[src/rtl/mux21_lane_merge_pkg.sv]
// Shared width, depth and lane-order definitions for the 1:2 byte demux and
// its 2:1 lane merger, so both ends stripe and restore bytes identically.
package mux21_lane_merge_pkg;

  localparam int DATA_W = 8;
  localparam int DEPTH  = 4;
  localparam int ADDR_W = 2;

  // Lane index constants; the demux stripes LANE0 first, so the merger drains it first.
  typedef enum logic {
    LANE0 = 1'b0,
    LANE1 = 1'b1
  } lane_t;

endpackage

[src/rtl/mux21_lane_merge_lane_fifo.sv]
// Per-lane synchronous FIFO. A push into a full FIFO is accepted only when the
// same cycle pops; otherwise the byte is dropped and drop pulses for one cycle.
module lane_fifo #(
  parameter int DATA_W = mux21_lane_merge_pkg::DATA_W,
  parameter int DEPTH  = mux21_lane_merge_pkg::DEPTH,
  parameter int ADDR_W = mux21_lane_merge_pkg::ADDR_W
) (
  input  logic              clk,
  input  logic              reset,
  input  logic              push,
  input  logic              pop,
  input  logic [DATA_W-1:0] din,
  output logic [DATA_W-1:0] dout,
  output logic              empty,
  output logic              full,
  output logic              drop
);

  localparam logic [ADDR_W:0] FULL_COUNT = (ADDR_W + 1)'(DEPTH);

  logic [DATA_W-1:0] mem [DEPTH];
  logic [ADDR_W-1:0] rd_ptr_reg;
  logic [ADDR_W-1:0] wr_ptr_reg;
  logic [ADDR_W:0]   count_reg;
  logic              do_pop;
  logic              do_push;

  assign empty   = (count_reg == '0);
  assign full    = (count_reg == FULL_COUNT);
  assign do_pop  = pop & ~empty;
  assign do_push = push & (~full | do_pop);
  assign drop    = push & full & ~do_pop;
  assign dout    = mem[rd_ptr_reg];

  always_ff @(posedge clk) begin
    if (reset) begin
      rd_ptr_reg <= '0;
      wr_ptr_reg <= '0;
      count_reg  <= '0;
    end else begin
      if (do_push) wr_ptr_reg <= wr_ptr_reg + 1'b1;
      if (do_pop)  rd_ptr_reg <= rd_ptr_reg + 1'b1;
      case ({do_push, do_pop})
        2'b10:   count_reg <= count_reg + 1'b1;
        2'b01:   count_reg <= count_reg - 1'b1;
        default: count_reg <= count_reg;
      endcase
    end
  end

  // Storage carries no reset: stale entries are unreachable once the pointers clear.
  always_ff @(posedge clk) begin
    if (do_push) mem[wr_ptr_reg] <= din;
  end

endmodule

[src/rtl/mux21_lane_merge.sv]
// Merges two byte lanes into one stream by draining the lane FIFOs in strict
// lane 0 / lane 1 alternation; stalls on the expected lane rather than skipping.
module mux21_lane_merge #(
  parameter int DATA_W = mux21_lane_merge_pkg::DATA_W,
  parameter int DEPTH  = mux21_lane_merge_pkg::DEPTH,
  parameter int ADDR_W = mux21_lane_merge_pkg::ADDR_W
) (
  input  logic              clk,
  input  logic              reset,
  input  logic [DATA_W-1:0] in0,
  input  logic [DATA_W-1:0] in1,
  input  logic [1:0]        valid_in,
  output logic [DATA_W-1:0] out,
  output logic              valid_out,
  output logic [1:0]        overflow,
  output logic [1:0]        fifo_empty
);

  import mux21_lane_merge_pkg::*;

  logic [DATA_W-1:0] lane_din  [2];
  logic [DATA_W-1:0] lane_dout [2];
  logic [1:0]        lane_pop;
  logic [1:0]        lane_empty;
  logic [1:0]        lane_full;
  logic [1:0]        lane_drop;
  logic              unused_full;

  lane_t             sel_reg;
  lane_t             sel_next;
  logic [DATA_W-1:0] out_reg;
  logic [DATA_W-1:0] out_next;
  logic              valid_out_reg;
  logic              valid_out_next;
  logic [1:0]        overflow_reg;

  assign lane_din[0] = in0;
  assign lane_din[1] = in1;

  generate
    for (genvar gi = 0; gi < 2; gi++) begin : g_lane
      lane_fifo #(
        .DATA_W (DATA_W),
        .DEPTH  (DEPTH),
        .ADDR_W (ADDR_W)
      ) u_fifo (
        .clk   (clk),
        .reset (reset),
        .push  (valid_in[gi]),
        .pop   (lane_pop[gi]),
        .din   (lane_din[gi]),
        .dout  (lane_dout[gi]),
        .empty (lane_empty[gi]),
        .full  (lane_full[gi]),
        .drop  (lane_drop[gi])
      );
    end
  endgenerate

  // Full is only informational here; overflow is driven from the FIFO's own drop pulse.
  assign unused_full = ^lane_full;

  always_ff @(posedge clk) begin
    if (reset) sel_reg <= LANE0;
    else       sel_reg <= sel_next;
  end

  always_comb begin
    sel_next = sel_reg;
    if (!lane_empty[sel_reg]) sel_next = (sel_reg == LANE0) ? LANE1 : LANE0;
  end

  always_comb begin
    lane_pop       = '0;
    out_next       = '0;
    valid_out_next = 1'b0;
    if (!lane_empty[sel_reg]) begin
      lane_pop[sel_reg] = 1'b1;
      out_next          = lane_dout[sel_reg];
      valid_out_next    = 1'b1;
    end
  end

  always_ff @(posedge clk) begin
    if (reset) begin
      out_reg       <= '0;
      valid_out_reg <= 1'b0;
      overflow_reg  <= 2'b00;
    end else begin
      out_reg       <= out_next;
      valid_out_reg <= valid_out_next;
      overflow_reg  <= overflow_reg | lane_drop;
    end
  end

  assign out        = out_reg;
  assign valid_out  = valid_out_reg;
  assign overflow   = overflow_reg;
  assign fifo_empty = lane_empty;

endmodule

[config.mk]
export PLATFORM = sky130hd
export DESIGN_NAME = mux21_lane_merge
export DESIGN_NICKNAME = d
export VERILOG_FILES = /design/src/rtl/mux21_lane_merge_pkg.sv /design/src/rtl/mux21_lane_merge_lane_fifo.sv /design/src/rtl/mux21_lane_merge.sv
export SDC_FILE = /design/constraint.sdc
export NUM_CORES = 1
export LEC_CHECK = 0
export ABC_AREA = 1
export CORE_MARGIN = 2
export CORE_UTILIZATION = 61
export DETAILED_ROUTE_END_ITERATION = 12
export GPL_TIMING_DRIVEN = 0
export PLACE_DENSITY = 0.92
export SLEW_MARGIN = 20
export SYNTH_ARGS = -nofsm -noshare
export SYNTH_HDL_FRONTEND = slang
export SYNTH_HIERARCHICAL = 1
export SYNTH_SLANG_ARGS = --single-unit
[constraint.sdc]
create_clock -name clk -period 5.3 [get_ports clk]
set_input_delay 0.795 -clock clk [delete_from_list [all_inputs] [get_ports clk]]
set_output_delay 0.795 -clock clk [all_outputs]
set_load 0.03 [all_outputs]
# After elaboration in Yosys (flattened, before gate mapping)
# Memories as Yosys holds them, arrays and structs flattened. A register that Yosys moved wholly into a read port is not among the register bits.
# Cells that the tools add are included.
totals:
  register_bits: 26
  mem_bits_rw: 64
  inputBits: 20
  out_inout_bits: 13
  word_cells: 73
  mem_count: 2
memory_table:
  columns: ["memory", "words", "width", "read_ports", "rd_clocked_by_memory_dff", "wr", "line_no", "text"]
  rows:
  - ["g_lane[0].u_fifo.mem", 4, 8, 1, 1, 1, "mux21_lane_merge_lane_fifo.sv:21", "logic [DATA_W-1:0] mem [DEPTH];"]
  - ["g_lane[1].u_fifo.mem", 4, 8, 1, 1, 1, "mux21_lane_merge_lane_fifo.sv:21", null]
classes:
  addsub: 8
  order_cmp: 3
  n_eq_ne: 6
  muxes: 20
  bitwise_logic: 18
  reduce_logical: 6
ops:
  columns: ["cell", "n"]
  rows:
  - ["$mux W8", 3]
  - ["$pmux W3 S2", 2]
  - ["$mux W2", 5]
  - ["$mux W1", 9]
  - ["$add A2 B1 Y2 const B", 4]
  - ["$and A1 B1 Y1", 8]
  - ["$add A3 B1 Y3 const B", 2]
  - ["$eq A3 B3 Y1 const B", 2]
  - ["$logic_not A3 Y1", 2]
  - ["$not A1 Y1", 6]
  - ["$sub A3 B1 Y3 const B", 2]
  - ["$eq A2 B1 Y1 const B", 2]
  - ["$eq A2 B2 Y1 const B", 2]
  - ["$reduce_bool A2 Y1", 2]
  - ["$ge A2 B2 Y1 const B", 1]
  - ["$lt A1 B2 Y1 const B", 1]
  - ["$not A1 Y2", 1]
  - ["$or A1 B1 Y1", 2]
  - ["$or A2 B2 Y2", 1]
  - ["$reduce_or A2 Y1", 1]
  - ["$demux W1 S1", 1]
  - ["$ge A1 B1 Y1 const B", 1]
  - ["$logic_and A1 B1 Y1", 1]

# Longest topological paths before layout
depth:
  ltp_word: 10
  mapped_depth: 18
  depth_no_buf: 18

# Hierarchy
# Netlist, hierarchy kept.
modules_own_cells:
  columns: ["module", "n_inst", "cells_each", "area_each_um2", "seq_area_each_um2"]
  rows:
  - ["lane_fifo (g_lane[1].u_fifo)", 1, 152, 1714.1, 1141.1]
  - ["lane_fifo (g_lane[0].u_fifo)", 1, 143, 1672.9, 1141.1]
  - ["mux21_lane_merge", 1, 79, 520.5, 240.2]

# Worst setup path before layout
# No wires, ideal clock.
synth_timing:
  path_type: "register -> register"
  startpoint: "reg g_lane[1].u_fifo.count_reg[1]"
  endpoint: "reg g_lane[1].u_fifo.count_reg[2]"
  setup_time_ns: 0.113
  arrival_time_ns: 2.144
  t_required_ns: 5.187
  slack_ns: 3.043
  path_stages_with_launch: 19
  path_buffers: 0
  period_less_slack_ns: 2.257
  cell_sequence: "dfxtp_1 > nor2_2 > nand2_2 > inv_1 > inv_1 > nand2_1 > inv_1 > inv_1 > nand3_2 > nand2_1 > ha_1 > inv_1 > fa_1 > inv_1 > nand2_1 > nand3_1 > nand2_1 > nand2_1 > nor2_1"
synth_via:
  elab_chain_len: 9
  word_cells_on_any_way: 16
  cone_classes: "add/sub: 2; eq/ne: 3; mux: 4; bitwise: 5; reduce/logical: 2"
synth_lines:
  columns: ["item", "line_no", "text"]
  rows:
  - ["start: declaration", "mux21_lane_merge_lane_fifo.sv:24", "logic [ADDR_W:0] count_reg;"]
  - ["start signal: assignment", "mux21_lane_merge_lane_fifo.sv:44", "2'b10: count_reg <= count_reg + 1'b1;"]
  - ["start signal: assignment", "mux21_lane_merge_lane_fifo.sv:45", "2'b01: count_reg <= count_reg - 1'b1;"]
  - ["start signal: assignment", "mux21_lane_merge_lane_fifo.sv:46", "default: count_reg <= count_reg;"]
  - ["$logic_not A3 Y1 *", "mux21_lane_merge_lane_fifo.sv:28", "assign empty = (count_reg == '0);"]
  - ["named net fifo_empty[1]", "mux21_lane_merge.sv:16", "output logic [1:0] fifo_empty"]
  - ["$mux W1 (implied by the code) * (2 in a row)", "mux21_lane_merge.sv:77", "if (!lane_empty[sel_reg]) begin"]
  - ["$mux W2 *", "mux21_lane_merge.sv:77", null]
  - ["named net lane_pop[1]", "mux21_lane_merge.sv:23", "logic [1:0] lane_pop;"]
  - ["$and A1 B1 Y1 *", "mux21_lane_merge_lane_fifo.sv:30", "assign do_pop = pop & ~empty;"]
  - ["$or A1 B1 Y1", "mux21_lane_merge_lane_fifo.sv:31", "assign do_push = push & (~full | do_pop);"]
  - ["$and A1 B1 Y1", "mux21_lane_merge_lane_fifo.sv:31", null]
  - ["$eq A2 B1 Y1 / $eq A2 B2 Y1 (equally long branches)", "mux21_lane_merge_lane_fifo.sv:43", "case ({do_push, do_pop})"]
  - ["$pmux W3 S2 / $reduce_bool A2 Y1 (equally long branches)", null, null]
# The timed path passes the listed nets; every way through them passes the cells marked *. The select of a mux whose other input is x is not followed.
# A chain may end at the register's enable or synchronous reset.

# Final worst setup path
layout_timing:
  startpoint: "reg g_lane[1].u_fifo.count_reg[1]"
  endpoint: "out fifo_empty[1]"
layout_via:
  elab_chain_len: 1
layout_lines:
  columns: ["item", "line_no"]
  rows:
  - ["$logic_not A3 Y1", "mux21_lane_merge_lane_fifo.sv:28"]
  - ["end: declaration", "mux21_lane_merge.sv:16"]
# No other way between the ends.

==> flow_metrics.env <==
export IMPL_first_global_vias=2864
export IMPL_hold_buffers=0
export IMPL_power_density_mw_per_mm2=474
export IMPL_status="finished clean"
export IMPL_cp_arrival_ns=1.76
export IMPL_totalWireLength_mm=7.93
export IMPL_grt_max_degree=16
export IMPL_grt_pass1_wl_mm=13.0
export IMPL_setup_viol=0
export IMPL_cts_sinks=94
export IMPL_n_antenna_cell=0
export IMPL_finalMaxSlewViolations=0
export IMPL_avgRoutedWirePerCell_um=15.9
export IMPL_overflow=0
export IMPL_firstDrtPassIters=5
export IMPL_rows=29
export IMPL_setup_tns_ns=0
export IMPL_wl_met2_mm=4.09
export IMPL_drt_iter0_drc=266
export IMPL_drive_above_1_share=0.0903
export IMPL_route_top_layer_used="met4"
export IMPL_wl_met3_um=418
export IMPL_timing_fmax_mhz=391
export IMPL_tightest_slew_ns=0.850
export IMPL_syn_avg_cell_area_sq_um=10.5
export IMPL_post_route_min_period_ns=2.55
export IMPL_largest_reg_flops=64
export IMPL_ctsResizeCount=0
export IMPL_cts_setup_buffers=0
export IMPL_hpwlAfterDp_mm=5.12
export IMPL_rsz0062_at_grt="false"
export IMPL_worst_ep_required_time_ns=4.51
export IMPL_root_buffer="clkbuf_8"
export IMPL_fp_dieArea_sq_mm=0.00705
export IMPL_synthesis_area_sq_mm=0.00390
export IMPL_hold_path_startpoint="overflow[1]$_SDFF_PP0_"
export IMPL_cellLeakagePower_nw=1.86
export IMPL_clock_latency_ns=0.36
export IMPL_die_x_um=84.0
export IMPL_cts_htree_levels=3
export IMPL_cts_tree="built"
export IMPL_area_growth_pct=16.7
export IMPL_clock_skew_ns=0.00779
export IMPL_clk_pin_slew_ns=0.08
export IMPL_clk_path_buf_depth=2
export IMPL_slew_limit_headroom=0.431
export IMPL_core_sq_mm=0.00628
export IMPL_worstSetupStartpoint="g_lane[1].u_fifo/count_reg[1]$_SDFFE_PP0P_"
export IMPL_synthCells=373
export IMPL_irDropWorstVdd_mv=0.443
export IMPL_fin_crit_sh=0.482
export IMPL_cp_max_fo=4
export IMPL_vias_per_cell=5.62
export IMPL_critPathKind="flop to primary output"
export IMPL_crit_path_start_kind="flop"
export IMPL_n_fill_cell=403
export IMPL_io_pins=33
export IMPL_final_hold_violation_count=0
export IMPL_grt_use_total=0.242
export IMPL_die_h_um=84.0
export IMPL_cts_buffers=9
export IMPL_start_util=0.622
export IMPL_ant_nets=0
export IMPL_hold_path_class="flop to flop"
export IMPL_vias=2799
export IMPL_maxCapViolCount=0
export IMPL_drc_errors=0
export IMPL_gp_congestion=0.843
export IMPL_end_kind="primary output"
export IMPL_antenna_found_initial=0
export IMPL_syn_nets=404
export IMPL_portBuffers=32
export IMPL_finalCoreUtilization=0.726
export IMPL_yosysWarningCount=6
export IMPL_r2r_start="g_lane[1].u_fifo/count_reg[1]$_SDFFE_PP0P_"
export IMPL_fin_nets=447
export IMPL_wl_met1_mm=3.12
[cell usage in the layout, fill, tap and decap left out, types with 3 or more instances in the layout]
cell              n
dfxtp_1          30
nand2_2           4
o21ai_0          33
inv_2             3
a21oi_1          13
nor2_2            3
buf_6             3
clkdlybuf4s50_1  32
clkbuf_8          9
o21ai_2           4
o22ai_1          16
nand3_1           9
bufinv_16         3
ha_1              9
nor2_1           78
inv_1            61
edfxtp_1         64
nand2_1          29
[worst max-delay path: stages, from the launching register on]
cell and delay (ns):
dfxtp_1 0.34, nor2_2 0.16, nand2_2 0.10, inv_1 0.13, clkdlybuf4s50_1 0.69
[stage by stage]
stage | hold slack, ns | instance area, sq um | setup WS (ns) | total power [mW] | cells
finish | 0.466 | 4560 | 2.75 | 2.16 | 498
floorplan | 0.436 | 3900 | 3.06 | 1.39 | 373
global placement | 0.452 | 4320 | 2.77 | 1.56 | 482
global route | 0.513 | 4560 | 2.64 | 2.28 | 498
CTS | 0.473 | 4560 | 2.74 | 2.16 | 498
detailed placement | 0.458 | 4320 | 2.72 | 1.60 | 482
[layer usage]
metal | track usage | vias to the layer above
met5 | 0 | -
met4 | 0.151 | 0
met3 | 0.0415 | 24
met2 | 0.415 | 112
met1 | 0.282 | 1349
li1 | - | 1314
[area by class of cell]
class                           count  area [sq um]  share of cell area
Clock buffer                        9           124              0.0272
Multi-Input combinational cell    209          1080               0.237
Clock inverter                      7           113              0.0247
Sequential cell                    94          2520               0.554
Timing Repair Buffer               32           320              0.0703
Inverter                           64           240              0.0527
Tap cell                           77          96.3              0.0211
Buffer                              6          58.8              0.0129
[power breakdown]
part	switching (mW)	internal, mW	total, mW
Sequential	0.0504	0.885	0.935
Clock	0.241	0.310	0.551
Combinational	0.440	0.233	0.672
Total	0.731	1.43	2.16
[worst paths after layout]
check | end | slack, ns | depth (start not counted)
max | fifo_empty[1] | 2.75 | 4
min | overflow[1]$_SDFF_PP0_ | 0.47 | 2
max reg2reg | g_lane[1].u_fifo/count_reg[2]$_SDFFE_PP0P_ | 2.92 | 18
min reg2reg | overflow[1]$_SDFF_PP0_ | 0.47 | 2
(Power assumes the default switching activity.)
